<file path="config.mk">
export PLATFORM = sky130hd
export DESIGN_NAME = button_debouncer
export DESIGN_NICKNAME = d
export VERILOG_FILES = /design/src/rtl/button_debouncer.sv
export SDC_FILE = /design/constraint.sdc
export NUM_CORES = 1
export LEC_CHECK = 0
export CAP_MARGIN = 25
export CORE_MARGIN = 2
export CORE_UTILIZATION = 51
export CTS_CLUSTER_SIZE = 25
export DETAILED_ROUTE_END_ITERATION = 8
export GPL_TIMING_DRIVEN = 0
export HOLD_SLACK_MARGIN = 0.05
export PLACE_DENSITY = 0.87
export SYNTH_ARGS = -nofsm -noshare
export SYNTH_HDL_FRONTEND = slang
export SYNTH_SLANG_ARGS = --single-unit
</file>
<file path="constraint.sdc">
create_clock -name clk -period 2.2 [get_ports clk]
set_input_delay 0.33 -clock clk [delete_from_list [all_inputs] [get_ports clk]]
set_output_delay 0.33 -clock clk [all_outputs]
set_load 0.02 [all_outputs]
</file>
<file path="src/rtl/button_debouncer.sv">
// Push-button conditioner: two-flop synchroniser, stability-qualified level FSM,
// registered one-cycle press/release strobes and a wrapping press counter.
module button_debouncer #(
  parameter int CLK_ITER_WIDTH  = 2,
  parameter int CLK_ITER_MAX    = 2,
  parameter int PRESS_CNT_WIDTH = 8
) (
  input  logic                       clk,
  input  logic                       rstInput,
  input  logic                       btnInput,
  output logic                       btnLevel,
  output logic                       pressPulse,
  output logic                       releasePulse,
  output logic [PRESS_CNT_WIDTH-1:0] pressCount,
  output logic                       busy
);

  typedef enum logic [1:0] {
    S_LOW,
    S_ARM_HIGH,
    S_HIGH,
    S_ARM_LOW
  } state_t;

  localparam logic [CLK_ITER_WIDTH-1:0] ITER_MAX = CLK_ITER_WIDTH'(CLK_ITER_MAX);
  localparam logic [CLK_ITER_WIDTH-1:0] ITER_ONE = CLK_ITER_WIDTH'(1);
  localparam bit                        NO_ARM   = (CLK_ITER_MAX == 0);

  logic                       sync1_q, sync2_q;
  state_t                     state_q, state_d;
  logic [CLK_ITER_WIDTH-1:0]  iter_q, iter_d;
  logic                       level_q, level_d;
  logic                       press_q, press_d;
  logic                       release_q, release_d;
  logic [PRESS_CNT_WIDTH-1:0] count_q, count_d;
  logic                       busy_q, busy_d;

  always_comb begin
    state_d   = state_q;
    iter_d    = iter_q;
    level_d   = level_q;
    press_d   = 1'b0;
    release_d = 1'b0;
    count_d   = count_q;

    unique case (state_q)
      S_LOW: begin
        if (sync2_q) begin
          // With no qualification window the first disagreeing sample is accepted.
          if (NO_ARM) begin
            state_d = S_HIGH;
            level_d = 1'b1;
            press_d = 1'b1;
            count_d = count_q + PRESS_CNT_WIDTH'(1);
            iter_d  = '0;
          end else begin
            state_d = S_ARM_HIGH;
            iter_d  = ITER_ONE;
          end
        end
      end
      S_ARM_HIGH: begin
        if (!sync2_q) begin
          state_d = S_LOW;
          iter_d  = '0;
        end else if (iter_q >= ITER_MAX) begin
          state_d = S_HIGH;
          level_d = 1'b1;
          press_d = 1'b1;
          count_d = count_q + PRESS_CNT_WIDTH'(1);
          iter_d  = '0;
        end else begin
          iter_d = iter_q + ITER_ONE;
        end
      end
      S_HIGH: begin
        if (!sync2_q) begin
          if (NO_ARM) begin
            state_d   = S_LOW;
            level_d   = 1'b0;
            release_d = 1'b1;
            iter_d    = '0;
          end else begin
            state_d = S_ARM_LOW;
            iter_d  = ITER_ONE;
          end
        end
      end
      S_ARM_LOW: begin
        if (sync2_q) begin
          state_d = S_HIGH;
          iter_d  = '0;
        end else if (iter_q >= ITER_MAX) begin
          state_d   = S_LOW;
          level_d   = 1'b0;
          release_d = 1'b1;
          iter_d    = '0;
        end else begin
          iter_d = iter_q + ITER_ONE;
        end
      end
      default: begin
        state_d = S_LOW;
        iter_d  = '0;
      end
    endcase

    busy_d = (state_d == S_ARM_HIGH) || (state_d == S_ARM_LOW);
  end

  always_ff @(posedge clk) begin
    if (rstInput) begin
      sync1_q   <= 1'b0;
      sync2_q   <= 1'b0;
      state_q   <= S_LOW;
      iter_q    <= '0;
      level_q   <= 1'b0;
      press_q   <= 1'b0;
      release_q <= 1'b0;
      count_q   <= '0;
      busy_q    <= 1'b0;
    end else begin
      sync1_q   <= btnInput;
      sync2_q   <= sync1_q;
      state_q   <= state_d;
      iter_q    <= iter_d;
      level_q   <= level_d;
      press_q   <= press_d;
      release_q <= release_d;
      count_q   <= count_d;
      busy_q    <= busy_d;
    end
  end

  assign btnLevel     = level_q;
  assign pressPulse   = press_q;
  assign releasePulse = release_q;
  assign pressCount   = count_q;
  assign busy         = busy_q;

endmodule

</file>
-- Word level (Yosys, flattened, before mapping)
Cells that the tools add are included.
- bits in registers: 18
- bits in latches: 0
- RAM bits: 0
- ROM bits: 0
- bits of input ports: 3
- output and inout port bits: 12
- logic and storage cells: 53
- memories: 0
- add/sub/neg operators: 2
- multipliers: 0
- div/mod/pow operators: 0
- $lt $le $gt $ge: 1
- eq/ne operators: 11
- shifts and indexed selects: 0
- mux-type cells: 19
- bitwise logic cells: 3
- reductions and logical operators: 8
- operators by type and width (kind ; number):
    2-bit two-way mux ; 11
    2-bit one-hot mux with 4 select lines ; 2
    2-bit != test, second input constant ; 6
    8-bit by 1-bit adder with 8-bit output, second input constant ; 1
    2-bit equality test, second input constant ; 3
    3-bit OR reduction ; 2
    1-bit two-way mux ; 5
    5-bit AND reduction ; 1
    2-bit by 1-bit equality test with 1-bit output, second input constant ; 2
    1-bit inverter ; 3
    3-bit AND reduction ; 1
    2-bit by 1-bit adder with 2-bit output, second input constant ; 1
    2-bit >= comparator, second input constant ; 1
    2-bit logical NOT ; 1
    1-bit one-hot mux with 2 select lines ; 1
    2-bit AND reduction ; 1
    2-bit nonzero test ; 1
    1-bit logical OR ; 1

-- Logic depth before layout (Yosys ltp)
Gate-level depths: netlist (run 1).
- depth in word-level cells: 6
- depth in mapped cells: 4
- gate-level depth less buffers: 4

-- Worst setup path after synthesis (run 1)
No wires, ideal clock.
- path type: register to register
- from: register count_q[0], in the netlist pressCount[0]
- to: register count_q[6], in the netlist pressCount[6]
- library setup time: 0.071 ns
- arrival time: 1.337 ns
- required time: 2.129 ns
- setup slack: 0.792 ns
- stages on the path, launching flop included: 5
- path buffers: 0
- period minus slack after synthesis: 1.408 ns
- path through: dfxtp_1 > ha_1 > inv_1 > or4_1 > a21oi_1
- word-level cells in the longest chain between the ends: 1
- ends and longest elaborated chain (element ; line ; source):
    from (decl) ; 35 ; logic [PRESS_CNT_WIDTH-1:0] count_q, count_d;
    from (signal assigned) ; 130 ; count_q <= count_d;
    8-bit by 1-bit adder with 8-bit output ; 70 ; count_d = count_q + PRESS_CNT_WIDTH'(1);
No other way between the ends.
A chain may end at the register's enable or synchronous reset.

-- Final worst setup path (run 1)
- from: register count_q[2], in the netlist pressCount[2]
- to: output pressCount[2]
- RTL lines (element ; line ; source):
    to (decl) ; 14 ; output logic [PRESS_CNT_WIDTH-1:0] pressCount,
No word-level cell between the ends.

==> metrics.cfg, run 1 <==
[critical_path]
crit_path_start = pressCount[2]
r2r-start = state_q[1]
end_kind = output pin
path_class = flop to output pin
slowest_stage = clkdlybuf4s50_1
path_cells = clkdlybuf4s50_1
worstPathBufferInverterCount = 1
start_kind = flop
arrival_ps = 1370
cp_top_family = buffers and inverters
cp_max_fo = 7
critPathMaxStageDelay_ps = 640
required_ps = 1870

[power_and_ir_drop]
power_density_mw_per_mm2 = 613
peakVddDrop_uv = 392
finalPower_uw = 558
leakage_uw = 0.000349

[placed_design]
placed_cells = 103
dp_hpwl_um = 939
dpl_cell_area_um2 = 875
numPortBuffers = 13
gp_congestion = 0.713

[sta]
rsz0062_at_grt = false
finalCritPeriodShare = 0.771
setup_viol = 0
max_freq_ghz = 0.590
final_max_slew_viol_count = 0
finClkSkew_ps = 8.90
min_period_ps = 1700
maxSlewHeadroom = 0.717
final.setup.tns_ps = 0
hold_violations = 0
max_slew.worst_pin.slew_ps = 425

[clock_tree]
cts_buffers = 3
cts_tree = built
h-tree-depth = 1
clk_latency_ps = 290
cts-root-buf = clkbuf_4
hold_buffers = 0
clockBufferDepth = 2
cts.repair.resized = 0
cts.sinks = 18
cts_setup_buffers = 0
path_clk_slew_ps = 110

[detailed_routing]
dr.pass1.iters = 4
ant_nets = 0
vias_per_cell = 5.40
drc = 0
routed_wirelength_um = 1290
drt_iter0_drc = 19
num_vias = 578
wl_per_cell_um = 12.0

[synth]
ys_ff_latch = 18
synthFlopType = dfxtp_1
synthArstFlopShare = 0
ys_warn_count = 0
netlist_area_um2 = 726
synthCells = 75
ys_types = 27
syn_nets = 79
synth-edff-count = 0
synth-seq-area-share = 0.497
avgSynthCellArea_um2 = 9.68

[finish]
fill_cells = 104
area_growth_pct = 25.5
antenna_cells = 0
mostFrequentLayoutCells = 18 x dfxtp_1, 13 x clkdlybuf4s50_1, 8 x a21oi_1, 7 x nor2_1, 5 x nand2_1
fin_nets = 97
design_area_um2 = 911
drive_gt1_frac = 0.0870
final_common_cell = dfxtp_1
final_util = 0.691
fin_cells = 107

[floorplanning]
num_rows = 13
die_w_um = 41.7
coreArea_mm2 = 0.00132
die_h_um = 41.7
die_area_mm2 = 0.00174
ios = 15
start_util = 0.551

[grt]
overflow = 0
grt_first_pass_wirelength_um = 2290
grt_pass1_vias = 520
antenna_found_initial = 0
grt_max_degree = 11
grtUsageTotal = 0.166

[flow_run]
drv_cap = 0

[min_path]
hp-start = rstInput
hp-class = primary input to flop

[outcome]
status = complete, no violations

==> synthesized netlist by cell type, drive strengths merged (2+ instances only) <==
master | n | area share
nand2 | 5 | 0.026
buf | 2 | 0.021
a21oi | 8 | 0.055
or4 | 4 | 0.041
xor2 | 2 | 0.024
nor2 | 7 | 0.036
nor2b | 3 | 0.026
o31ai | 4 | 0.041
dfxtp | 18 | 0.50
o21ai | 2 | 0.014
inv | 4 | 0.021
nand3 | 2 | 0.014
nand4b | 2 | 0.033
==> final timing paths <==
path	end	slack, ps	cells after the start
min reg2reg	sync2_q	450	1
max reg2reg	pressCount[7]	660	4
min	sync2_q	430	2
max	pressCount[2]	500	1
==> final cells by class <==
type | count | area, µm² | share of cell area
Sequential cell | 18 | 360 | 0.396
Multi-Input combinational cell | 50 | 332 | 0.364
Timing Repair Buffer | 13 | 130 | 0.143
Clock buffer | 4 | 36.3 | 0.0398
Buffer | 3 | 18.8 | 0.0206
Tap cell | 15 | 18.8 | 0.0206
Inverter | 4 | 15.0 | 0.0165
==> stage by stage <==
stage / setup WS (ps) / hold slack, ps
after global routing: 433 / 450
after detailed placement: 680 / 433
final: 505 / 430
after floorplan: 792 / 414
after global placement: 705 / 418
after CTS: 505 / 426
==> cell families (layout without fill, tap and decap cells) <==
family,after synthesis,in the layout,share of synthesized area
XOR/XNOR,2,2,0.0241
multiplexers,2,2,0.0293
buffers and inverters,7,24,0.0465
flip-flops,18,18,0.497
adder cells (fa/ha/maj),1,1,0.0172
AO/OA/AOI/OAI,16,16,0.133
AND/OR/NAND/NOR,29,29,0.253
==> state kept, by name, indices dropped and copies added (netlist names) <==
register	count
pressCount	8
iter_q	2
state_q	2
btnLevel	1
busy	1
pressPulse	1
releasePulse	1
sync1_q	1
sync2_q	1
==> power by group <==
group	switching (µW)	internal, µW
Clock	98.5	101
Sequential	4.05	331
Combinational	13.1	10.6
==> routing by layer <==
metal  wire length (µm)  vias up  global-route usage
li1                   -      300                   -
met1                628      264               0.230
met2                613       12               0.259
met3                 41        2              0.0261
met4                  6        0              0.0581
met5                  0        -                   0
(Power assumes the default switching activity.)
==> run 2, diff against run 1 <==
CORE_UTILIZATION = 48   (was 51)
PLACE_DENSITY = 0.83   (was 0.87)
clock period = 1.6 ns   (was 2.2 ns; I/O delays follow)
==> metrics.cfg, run 2 (synthesized netlist as in run 1, its figures left out) <==
[flow_run]
drv_cap = 0

[critical_path]
cp.depth = 1
cp_top_family = buffers and inverters
path_cells = clkdlybuf4s50_1
end_kind = output pin
cp_max_fo = 5
critPathMaxStageDelay_ps = 620
reg2regPathDepth = 4
slowest_stage = clkdlybuf4s50_1
worstPathBufferInverterCount = 1
path_class = flop to output pin
arrival_ps = 1300
required_ps = 1360
start_kind = flop

[finish]
ff_latch_area_um2 = 360
multi_input_area_um2 = 332
fin_nets = 97
area_growth_pct = 26.2
largest_register_ff_count = 8
drive_gt1_frac = 0.0870
design_area_um2 = 916
fin_cells = 108
antenna_cells = 0
fill_cells = 131
final_common_cell = dfxtp_1
mostFrequentLayoutCells = 18 x dfxtp_1, 10 x clkdlybuf4s50_1, 8 x a21oi_1, 7 x nor2_1, 5 x nand2_1

[placed_design]
gp_congestion = 0.776
dp_hpwl_um = 903
pre_cts_ws_ps = 90.3
placed_cells = 104
numPortBuffers = 13
dpl_cell_area_um2 = 876

[clock_tree]
clk_latency_ps = 290
clockBufferDepth = 2
h-tree-depth = 1
cts-root-buf = clkbuf_4
path_clk_slew_ps = 100
hold_buffers = 0
cts_setup_buffers = 0
cts_buffers = 3
cts.sinks = 18
cts_tree = built

[sta]
finClkSkew_ps = 1.78
hold_slack_ps = 328
hold_violations = 0
max_slew.worst_pin.slew_ps = 457
layout_setup_ws_ps = 56.2
min_period_ps = 1540
setup_viol = 0
rsz0062_at_grt = false
final_max_slew_viol_count = 0
final.setup.tns_ps = 0
max_freq_ghz = 0.648
finalCritPeriodShare = 0.965
maxSlewHeadroom = 0.695

[min_path]
worstHoldPathCells = 2
hp-class = primary input to flop

[floorplanning]
die_w_um = 42.9
start_util = 0.499
die_h_um = 42.9
coreArea_mm2 = 0.00145
die_area_mm2 = 0.00184
num_rows = 14
ios = 15

[detailed_routing]
routed_wirelength_um = 1260
ant_nets = 0
vias_per_cell = 5.51
num_vias = 595
dr.pass1.iters = 4
drc = 0
drt_iter0_drc = 9
wl_per_cell_um = 11.7

[grt]
overflow = 0
grt_first_pass_wirelength_um = 2260
antenna_found_initial = 0
grt_pass1_vias = 524
grt_max_degree = 11
grtUsageTotal = 0.165

[power_and_ir_drop]
power.share.clock = 0.359
power_density_mw_per_mm2 = 841
peakVddDrop_uv = 655
switchingPower_uw = 162
sw_frac_of_total = 0.210
p_int_uw = 608
leakage_uw = 0.000392
combPwrFrac = 0.042
power_frac_seq = 0.598

[outcome]
status = complete, no violations

run 2: cell count changes in the layout (fill, tap and decap cells not counted), sizes merged:
| cell | before | now |
|---|---|---|
| dlygate4sd2 | 0 | 1 |
| dlymetal6s2s | 0 | 2 |
| clkdlybuf4s50 | 13 | 10 |
run 2: path summary, 6_finish.rpt:
path / startpoint / endpoint / slack, ps
max: pressCount[4] / pressCount[4] / 60
min: rstInput / sync2_q / 330
max reg2reg: state_q[1] / pressCount[7] / 90
min reg2reg: sync1_q / sync2_q / 460
run 2: area by class of cell:
class,count,share of cell area
inverters,4,0.0164
well taps,16,0.0219
repair buffers,13,0.146
multi-input cells,50,0.362
flip-flops and latches,18,0.393
clock buffers,4,0.0396
plain buffers,3,0.0205
run 2: through the flow:
stage / util / power (µW)
floorplan: - / 491
global placement: 0.602 / 502
finish: 0.630 / 770
CTS: 0.627 / 778
global route: 0.630 / 805
detailed placement: 0.602 / 504
run 2: power by group through the flow:
stage	registers, µW	logic (µW)	clock network, µW
floorplan	474	16.5	0
global placement	471	31.8	0
detailed placement	471	32.9	0
CTS	461	32.7	285
global route	463	37.2	305
finish	461	32.6	277
run 2: per-layer routing:
metal  GRT usage  up-vias  share of wire
met5           0        -              0
met4      0.0563        0          0.013
met3      0.0638        2          0.041
met2       0.258       10           0.46
met1       0.205      280           0.48
li1            -      303              -
run 2: repair_timing:
| item | in CTS | in global routing |
|---|---|---|
| resized for setup | 1 | 2 |
| cloned | 0 | 0 |
| endpoints found under the setup margin | 1 | 2 |
==> run 3, diff against run 2 <==
ABC_AREA = 0   (was unset)
SKIP_LAST_GASP = 1   (was unset)
==> results of run 3 <==
Final layout, timing and power as in run 2 (identical DEF).
